$ cat config.mk
export PLATFORM = sky130hd
export DESIGN_NAME = sal_cmd_sched
export DESIGN_NICKNAME = d
export VERILOG_FILES = /design/src/rtl/sal_cmd_sched.sv
export SDC_FILE = /design/constraint.sdc
export NUM_CORES = 1
export LEC_CHECK = 0
export CAP_MARGIN = 20
export CORE_MARGIN = 2
export CORE_UTILIZATION = 50
export CTS_BUF_LIST = sky130_fd_sc_hd__clkbuf_4 sky130_fd_sc_hd__clkbuf_8 sky130_fd_sc_hd__clkbuf_16
export DETAILED_ROUTE_END_ITERATION = 8
export DONT_BUFFER_PORTS = 1
export SETUP_SLACK_MARGIN = 0.02
export SLEW_MARGIN = 30
export SYNTH_ARGS = -nofsm -noshare
export SYNTH_HDL_FRONTEND = slang
export SYNTH_SLANG_ARGS = --single-unit
$ cat constraint.sdc
create_clock -name clk -period 9.7 [get_ports clk]
set_input_delay 0.485 -clock clk [delete_from_list [all_inputs] [get_ports clk]]
set_output_delay 0.485 -clock clk [all_outputs]
set_load 0.05 [all_outputs]
$ cat src/rtl/sal_cmd_sched.sv
// Channel-level DDR2 command scheduler: grants at most one bank request per cycle
// under cross-bank timing (tRRD/tCCD/tWTR/tRTW) and registers the granted command.
module sal_cmd_sched #(
  parameter int NUM_BANKS = 4,
  parameter int RA_WIDTH  = 14,
  parameter int CA_WIDTH  = 10,
  parameter int T_WIDTH   = 4,
  localparam int BA_W     = $clog2(NUM_BANKS)
) (
  input  logic                          clk,
  input  logic                          rst,
  input  logic [NUM_BANKS-1:0]          act_req_i,
  input  logic [NUM_BANKS-1:0]          rd_req_i,
  input  logic [NUM_BANKS-1:0]          wr_req_i,
  input  logic [NUM_BANKS-1:0]          pre_req_i,
  input  logic [NUM_BANKS-1:0]          ref_req_i,
  input  logic [NUM_BANKS*RA_WIDTH-1:0] ra_i,
  input  logic [NUM_BANKS*CA_WIDTH-1:0] ca_i,
  output logic [NUM_BANKS-1:0]          act_gnt_o,
  output logic [NUM_BANKS-1:0]          rd_gnt_o,
  output logic [NUM_BANKS-1:0]          wr_gnt_o,
  output logic [NUM_BANKS-1:0]          pre_gnt_o,
  output logic [NUM_BANKS-1:0]          ref_gnt_o,
  input  logic [T_WIDTH-1:0]            t_rrd_i,
  input  logic [T_WIDTH-1:0]            t_ccd_i,
  input  logic [T_WIDTH-1:0]            t_wtr_i,
  input  logic [T_WIDTH-1:0]            t_rtw_i,
  input  logic                          stall_i,
  output logic                          cmd_valid_o,
  output logic [2:0]                    cmd_o,
  output logic [BA_W-1:0]               cmd_ba_o,
  output logic [RA_WIDTH-1:0]           cmd_addr_o
);

  localparam logic [2:0] CMD_NOP = 3'd0;
  localparam logic [2:0] CMD_ACT = 3'd1;
  localparam logic [2:0] CMD_RD  = 3'd2;
  localparam logic [2:0] CMD_WR  = 3'd3;
  localparam logic [2:0] CMD_PRE = 3'd4;
  localparam logic [2:0] CMD_REF = 3'd5;

  logic [BA_W-1:0]      r_rr_ptr;
  logic [T_WIDTH-1:0]   r_rrd_cnt, r_ccd_cnt, r_wtr_cnt, r_rtw_cnt;

  logic [NUM_BANKS-1:0] w_rd_elig, w_wr_elig, w_rw_req, w_act_elig, w_cls_req, w_onehot;
  logic [2:0]           w_cmd;
  logic [BA_W-1:0]      w_bank;
  logic [RA_WIDTH-1:0]  w_addr;
  logic                 w_gnt;

  function automatic logic [BA_W-1:0] rr_pick(input logic [NUM_BANKS-1:0] req,
                                              input logic [BA_W-1:0] ptr);
    logic [BA_W-1:0] idx;
    logic            found;
    rr_pick = ptr;
    found   = 1'b0;
    for (int i = 0; i < NUM_BANKS; i++) begin
      idx = ptr + BA_W'(i);
      if (!found && req[idx]) begin
        rr_pick = idx;
        found   = 1'b1;
      end
    end
  endfunction

  function automatic logic [T_WIDTH-1:0] ld_val(input logic [T_WIDTH-1:0] t);
    return (t == '0) ? '0 : t - 1'b1;
  endfunction

  assign w_rd_elig  = rd_req_i  & {NUM_BANKS{(r_ccd_cnt == '0) && (r_wtr_cnt == '0)}};
  assign w_wr_elig  = wr_req_i  & {NUM_BANKS{(r_ccd_cnt == '0) && (r_rtw_cnt == '0)}};
  assign w_rw_req   = w_rd_elig | w_wr_elig;
  assign w_act_elig = act_req_i & {NUM_BANKS{r_rrd_cnt == '0}};

  // RD and WR share a class; the bank's own RD wins over its WR on a tie.
  always_comb begin
    w_cmd     = CMD_NOP;
    w_cls_req = '0;
    if (!rst && !stall_i) begin
      if (|ref_req_i) begin
        w_cmd     = CMD_REF;
        w_cls_req = ref_req_i;
      end else if (|w_rw_req) begin
        w_cmd     = CMD_RD;
        w_cls_req = w_rw_req;
      end else if (|w_act_elig) begin
        w_cmd     = CMD_ACT;
        w_cls_req = w_act_elig;
      end else if (|pre_req_i) begin
        w_cmd     = CMD_PRE;
        w_cls_req = pre_req_i;
      end
    end
    w_bank = rr_pick(w_cls_req, r_rr_ptr);
    if (w_cmd == CMD_RD && !w_rd_elig[w_bank]) w_cmd = CMD_WR;
  end

  always_comb begin
    case (w_cmd)
      CMD_ACT:         w_addr = ra_i[w_bank*RA_WIDTH +: RA_WIDTH];
      CMD_RD, CMD_WR:  w_addr = RA_WIDTH'(ca_i[w_bank*CA_WIDTH +: CA_WIDTH]);
      default:         w_addr = '0;
    endcase
  end

  assign w_gnt     = (w_cmd != CMD_NOP);
  assign w_onehot  = w_gnt ? (NUM_BANKS'(1) << w_bank) : '0;
  assign act_gnt_o = (w_cmd == CMD_ACT) ? w_onehot : '0;
  assign rd_gnt_o  = (w_cmd == CMD_RD)  ? w_onehot : '0;
  assign wr_gnt_o  = (w_cmd == CMD_WR)  ? w_onehot : '0;
  assign pre_gnt_o = (w_cmd == CMD_PRE) ? w_onehot : '0;
  assign ref_gnt_o = (w_cmd == CMD_REF) ? w_onehot : '0;

  always_ff @(posedge clk or posedge rst) begin
    if (rst) begin
      r_rrd_cnt <= '0;
      r_ccd_cnt <= '0;
      r_wtr_cnt <= '0;
      r_rtw_cnt <= '0;
    end else begin
      if (w_cmd == CMD_ACT)                      r_rrd_cnt <= ld_val(t_rrd_i);
      else if (r_rrd_cnt != '0)                  r_rrd_cnt <= r_rrd_cnt - 1'b1;
      if (w_cmd == CMD_RD || w_cmd == CMD_WR)    r_ccd_cnt <= ld_val(t_ccd_i);
      else if (r_ccd_cnt != '0)                  r_ccd_cnt <= r_ccd_cnt - 1'b1;
      if (w_cmd == CMD_WR)                       r_wtr_cnt <= ld_val(t_wtr_i);
      else if (r_wtr_cnt != '0)                  r_wtr_cnt <= r_wtr_cnt - 1'b1;
      if (w_cmd == CMD_RD)                       r_rtw_cnt <= ld_val(t_rtw_i);
      else if (r_rtw_cnt != '0)                  r_rtw_cnt <= r_rtw_cnt - 1'b1;
    end
  end

  always_ff @(posedge clk or posedge rst) begin
    if (rst) begin
      r_rr_ptr    <= '0;
      cmd_valid_o <= 1'b0;
      cmd_o       <= CMD_NOP;
      cmd_ba_o    <= '0;
      cmd_addr_o  <= '0;
    end else if (w_gnt) begin
      r_rr_ptr    <= w_bank + 1'b1;
      cmd_valid_o <= 1'b1;
      cmd_o       <= w_cmd;
      cmd_ba_o    <= w_bank;
      cmd_addr_o  <= w_addr;
    end else begin
      cmd_valid_o <= 1'b0;
      cmd_o       <= CMD_NOP;
    end
  end

endmodule
==> Word-level counts from Yosys, hierarchy flattened <==
Index checks and enable logic that the tools add are counted.
{ "totals": {"in_bits": 135, "ff_bits": 38, "wordCells": 125} }
{ "op_classes": {"shift": 3, "n_mux": 48, "addsub": 12, "bitwise": 4, "eq_ne": 6, "reduce_logical": 36, "n_mul": 2, "magnitude_cmp": 5} }
{ "op_table": {"columns": ["cell", "count"], "rows": [
  ["2-to-1 mux 4 bit", 23],
  ["indexed part select 56 x 7 -> 14 bit", 1],
  ["indexed part select 40 x 7 -> 10 bit", 1],
  ["logical NOT 4 bit", 8],
  ["subtractor 4 x 1 -> 4 bit, second input constant", 8],
  ["one-hot mux 14 bit (2 select lines)", 1],
  ["2-to-1 mux 3 bit", 7],
  ["nonzero test 4 bit", 4],
  ["OR reduction 4 bit", 4],
  ["less-than comparator 2 x 3 -> 1 bit, second input constant", 5],
  ["AND 4 bit", 3],
  ["binary-select mux 1 bit (select 2 bit)", 5],
  ["multiplier 2 x 3 -> 5 bit, second input constant", 2],
  ["== test 3 x 2 -> 1 bit, second input constant", 3],
  ["2-to-1 mux 1 bit", 9],
  ["nonzero test 2 bit", 4],
  ["logical AND 1 bit", 7],
  ["== test 3 bit, second input constant", 2],
  ["logical NOT 1 bit", 6],
  ["2-to-1 mux 2 bit", 3],
  ["adder 2 x 1 -> 2 bit, second input constant", 2],
  ["adder 2 bit, second input constant", 2],
  ["OR 4 bit", 1],
  ["left shift 1 x 2 -> 4 bit, first input constant", 1],
  ["4 further kinds", 4]
]} }

==> Depth between registers and ports, before layout <==
{ "logic_depth": {"ltp_word": 28, "ltp_mapped": 15, "depth_no_buf": 12} }

==> Worst setup path after synthesis <==
OpenSTA, ideal clock, no wires.
{ "synth_timing": {"path_type": "flip-flop to output port", "start": "reg r_rrd_cnt[0]", "end": "out wr_gnt_o[0]", "n_path_buf": 3, "setup_slack_ns": 5.779, "path_stages_with_launch": 14, "t_arrival_ns": 3.436, "path_cell_list": "dfrtp_1 -> inv_1 -> ha_1 -> or3b_1 -> buf_2 -> a211oi_2 -> nor2_1 -> a21oi_2 -> nand3_1 -> a2111oi_2 -> buf_4 -> buf_2 -> ha_1 -> nor2b_1"} }
{ "synth_via": {"elab_chain_cells": 27} }
{ "synth_lines": {"columns": ["item", "line_no", "source"], "rows": [
  ["start, declared", "43", "logic [T_WIDTH-1:0] r_rrd_cnt, r_ccd_cnt, r_wtr_cnt, r_rtw_cnt;"],
  ["start signal, assigned", "121", "if (w_cmd == CMD_ACT) r_rrd_cnt <= ld_val(t_rrd_i);"],
  ["start signal, assigned", "122", "else if (r_rrd_cnt != '0) r_rrd_cnt <= r_rrd_cnt - 1'b1;"],
  ["logical NOT 4 bit *", "73", "assign w_act_elig = act_req_i & {NUM_BANKS{r_rrd_cnt == '0}};"],
  ["AND 4 bit *", "73", null],
  ["OR reduction 4 bit", "86", "end else if (|w_act_elig) begin"],
  ["2-to-1 mux 4 bit", "86", null],
  ["2-to-1 mux 4 bit", "83", "end else if (|w_rw_req) begin"],
  ["2-to-1 mux 4 bit", "80", "if (|ref_req_i) begin"],
  ["2-to-1 mux 4 bit", "79", "if (!rst && !stall_i) begin"],
  ["binary-select mux 1 bit (select 2 bit)", "59", "if (!found && req[idx]) begin"],
  ["(+11 left out)", null, null],
  ["binary-select mux 1 bit (select 2 bit)", "95", "if (w_cmd == CMD_RD && !w_rd_elig[w_bank]) w_cmd = CMD_WR;"],
  ["2-to-1 mux 1 bit (implied by the code)", "95", null],
  ["logical NOT 1 bit", "95", null],
  ["logical AND 1 bit", "95", null],
  ["2-to-1 mux 3 bit", "95", null],
  ["nonzero test 3 bit", "106", "assign w_gnt = (w_cmd != CMD_NOP);"],
  ["2-to-1 mux 4 bit", "107", "assign w_onehot = w_gnt ? (NUM_BANKS'(1) << w_bank) : '0;"],
  ["2-to-1 mux 4 bit *", "110", "assign wr_gnt_o = (w_cmd == CMD_WR) ? w_onehot : '0;"],
  ["end, declared", "21", "output logic [NUM_BANKS-1:0] wr_gnt_o,"]
]} }
Every way passes the cells marked *; elsewhere a longest branch is shown, timed or not. The select of a mux whose other input is x is not followed.

==> Worst setup path after layout <==
{ "layout_timing": {"start": "reg r_ccd_cnt[0]", "end": "out wr_gnt_o[0]"} }
{ "layout_via": {"elab_chain_cells": 28} }
{ "layout_lines": {"columns": ["item", "line_no", "source"], "rows": [
  ["start, declared", "43", null],
  ["start signal, assigned", "123", "if (w_cmd == CMD_RD || w_cmd == CMD_WR) r_ccd_cnt <= ld_val(t_ccd_i);"],
  ["start signal, assigned", "124", "else if (r_ccd_cnt != '0) r_ccd_cnt <= r_ccd_cnt - 1'b1;"],
  ["logical NOT 4 bit *", "70, 71", null],
  ["logical AND 1 bit, on equally long branches", "70, 71", null],
  ["AND 4 bit, on equally long branches", "70, 71", null],
  ["OR 4 bit", "72", "assign w_rw_req = w_rd_elig | w_wr_elig;"],
  ["OR reduction 4 bit", "83", null],
  ["2-to-1 mux 4 bit", "83", null],
  ["2-to-1 mux 4 bit", "80", null],
  ["2-to-1 mux 4 bit", "79", null],
  ["(+12 left out)", null, null],
  ["binary-select mux 1 bit (select 2 bit)", "95", null],
  ["2-to-1 mux 1 bit (implied by the code)", "95", null],
  ["logical NOT 1 bit", "95", null],
  ["logical AND 1 bit", "95", null],
  ["2-to-1 mux 3 bit", "95", null],
  ["nonzero test 3 bit", "106", null],
  ["2-to-1 mux 4 bit", "107", null],
  ["2-to-1 mux 4 bit *", "110", null]
]} }
Marked as above.

==> flow_summary.ini <==
[final_layout]
layout.cells.most_common_list = mux2i_1, dfrtp_1, nand2_1
share_of_post_route_cells_with_drive_strength_above_1_pct = 7.34
final_standard_cell_count_with_taps_included_and_fillers_excluded = 445
antenna_cells_inserted = 0
area_growth_syn_to_layout_pct = 3.98
mostFrequentLayoutCell = mux2i_1
number_of_nets_at_the_end_of_the_flow = 515

[pwr]
netSwitchingFraction_pct = 44.1
power_per_cell_area_nw_per_um2 = 232
seq_power_share_pct = 34.8
clkPwrFrac_pct = 12.8
switchingPower_uw = 353
total_leakage_power_nw = 1.49
irDropWorstVdd_v = 0.000118
internal_power_uw = 448
power.combinational.fraction_pct = 52.4

[synthesis]
synth-main-ff-cell = dfrtp_1
synth.net_count = 525
yosys_warnings = 0
share_of_yosys_cell_area_claimed_by_the_top_area_cell_type_pct = 28.6
syn-mean-instance-area_um2 = 8.80
yosysUniqueCellTypes = 54
number_of_enable_type_register_cells_in_the_synthesized_netlist = 0
postSynth.asyncResetShare_pct = 100
post_synth_instance_area_um2 = 3330
flip_flop_and_latch_count_after_synthesis = 38
yosys.area.top_type = dfrtp_1
cells_taking_the_most_area_after_synthesis = dfrtp_1, mux2i_1, ha_1
synth_cells = 378
seq_area_frac_synth_pct = 28.6

[die]
boundary_pins = 175
die-area_um2 = 7320
chip_height_um = 85.6
std_cell_rows = 29
die-width_um = 85.6
floorplan.initialDensity_pct = 52.1
design.core.area_um2 = 6390

[cts]
cts.clk_slew.worst_paths_ns = 0.07
cts-buffers-inserted = 5
clock_tree.htree_level_count = 2
hold_fix_buffers_cts = 0
cts_setup_buffers = 0
clock-root-buffer = clkbuf_8
postCtsResizedCells = 0
clock_latency_ns = 0.29
tritoncts_num_sinks = 38
tritoncts = done
ctsLongestPathBuffers = 2

[detailed_routing]
avgViaCountPerCell = 6.47
vias = 2878
wl_per_cell_um = 19.8
final_antenna_net_count = 0
route.detailed.drc = 0
drt_first_pass_iters = 4
drt_first_iter_violations = 109
routed_wirelength_mm = 8.81

[worst_setup_path]
worst_ep_required_time_ns = 9.22
cp_slowest_cell = nor2b_1
crit_family = simple AND/OR/NAND/NOR gates
crit-reg2reg-launch = r_ccd_cnt[0]$_DFFE_PP0P_
timing.critical_path.from_type = register
r2r-end = cmd_addr_o[3]$_DFFE_PP0N_
critical_path_at_ns = 4.77
crit_path_max_fanout = 52
crit_path_max_incr_delay_ns = 0.77
worstSetupPathType = register to output port
critical_path.endpoint_type = output port
worst_path_cell_trace = inv_1, ha_1, nor3b_2, nand2_1, o22a_1, a22oi_2, nand3_1, a2111oi_4, buf_4, ha_1, nor2b_1
rr_worst_depth = 12
crit_path_frequent_cell = ha_1
r2r_setup_slk_ns = 5.56
critPathBufInv = 2

[timing]
grt_setup_unrepaired = no
slew_viol_final = 0
report.final.setup_viol = 0
fin_tns_setup_ns = 0
relSlewSlack_pct = 38.3
final_min_period_over_clock_period_pct = 54.1
timing_worst_slew_pin_value_ns = 0.924
max_freq_ghz = 0.190
finalCriticalPeriod_ns = 5.25
hold-worst-slack_ns = 0.178
hold_viol = 0
fin_skew_ns = 0.00640

[flow_run]
timing.max_cap.violations = 0

[grt]
grt_pass1_wl_mm = 13.4
antenna_violations_before_repair = 0
grt_max_degree = 53
grtUsageTotal_pct = 23.4
globalRoute.totalOverflow = 0
first_global_vias = 2791

[outcome]
status = finished clean

[placement]
place.detailed.instances = 438
number_of_input_and_output_port_buffers_inserted = 0
finalWeightedCongestion = 0.842
post-dp-hpwl_mm = 7.09

[worst_hold_path]
min-delay-path-class = primary input to async pin
## area by class of cell
| class | count | area [um^2] |
|---|---|---|
| sequential | 38 | 951 |
| multi-input combinational | 302 | 2240 |
| clock buffer | 5 | 68.8 |
| tap | 77 | 96.3 |
| fill | 594 | 2930 |
| clock inverter | 2 | 10.0 |
| timing repair buffer | 4 | 30.0 |
| inverter | 17 | 63.8 |
## routing by layer
metal / GRT usage [%] / wire length, um / up-vias
li1: - / - / 1392
met1: 29.0 / 3560 / 1333
met2: 41.1 / 4370 / 140
met3: 5.77 / 729 / 13
met4: 5.34 / 153 / 0
met5: 0 / 0 / -
## flip-flops by register name (all words and copies together), names as in the netlist
register	flops
cmd_valid_o	1
cmd_ba_o	2
cmd_addr_o	14
r_wtr_cnt	4
cmd_o	3
r_rrd_cnt	4
r_rtw_cnt	4
r_ccd_cnt	4
r_rr_ptr	2
## worst max-delay path by stage
stage	to	depth (start not counted)	start
finish	wr_gnt_o[0]	11	r_ccd_cnt[0]$_DFFE_PP0P_
global route	wr_gnt_o[0]	11	r_ccd_cnt[0]$_DFFE_PP0P_
CTS	wr_gnt_o[0]	11	r_ccd_cnt[0]$_DFFE_PP0P_
detailed placement	wr_gnt_o[0]	11	r_ccd_cnt[0]$_DFFE_PP0P_
global placement	wr_gnt_o[0]	11	r_ccd_cnt[0]$_DFFE_PP0P_
floorplan	wr_gnt_o[0]	13	r_rrd_cnt[0]$_DFFE_PP0P_
## Yosys cell counts, types with 4 or more instances
library cell  count
a21oi_1          16
a32o_1            4
and2_1           13
and3_1            4
buf_2            14
clkbuf_1          5
dfrtp_1          38
ha_1             12
inv_1            17
mux2i_1          58
nand2_1          29
nand3_1          13
nor2_1           18
nor2b_1          10
nor3_1           14
nor4_1            4
o21a_1            5
o21ai_0          13
o221ai_1         11
o22a_1           11
o22ai_1          12
or3_1             5
xnor2_1           6
## power groups by stage
| stage | Combinational, mW | Clock [mW] | Sequential [mW] |
|---|---|---|---|
| floorplan | 0.357 | 0 | 0.271 |
| global placement | 0.410 | 0 | 0.281 |
| detailed placement | 0.423 | 0 | 0.282 |
| CTS | 0.424 | 0.106 | 0.279 |
| global route | 0.471 | 0.113 | 0.286 |
| finish | 0.420 | 0.103 | 0.279 |
## metrics by stage
stage / cell area [um^2] / setup WS (ns) / power [mW] / util, %
floorplan: 3330 / 5.78 / 0.628 / -
global placement: 3370 / 4.90 / 0.691 / 52.8
detailed placement: 3370 / 4.76 / 0.705 / 52.8
CTS: 3450 / 4.43 / 0.809 / 54.1
global route: 3460 / 4.15 / 0.870 / 54.2
finish: 3460 / 4.45 / 0.802 / 54.2
## cells by family after synthesis
group / Yosys count / synth area share [%]
buffers and inverters: 38 / 4.92
adder cells (fa/ha/maj): 12 / 4.51
AND/OR/NAND/NOR: 127 / 20.7
multiplexers: 61 / 18.7
flip-flops: 38 / 28.6
XOR/XNOR: 7 / 1.84
AO/OA/AOI/OAI: 95 / 20.8
## worst reg2reg max path: stages, from the launching register on
cell and delay [ns]:
dfrtp_1 0.37, inv_1 0.11, ha_1 0.18, nor3b_2 0.63, nand2_1 0.11, o22a_1 0.35, a22oi_2 0.26, nand3_1 0.16
a2111oi_4 0.46, buf_4 0.67, mux2i_1 0.35, o221ai_1 0.14, a31o_2 0.23
Power figures use the tool's default switching activity.
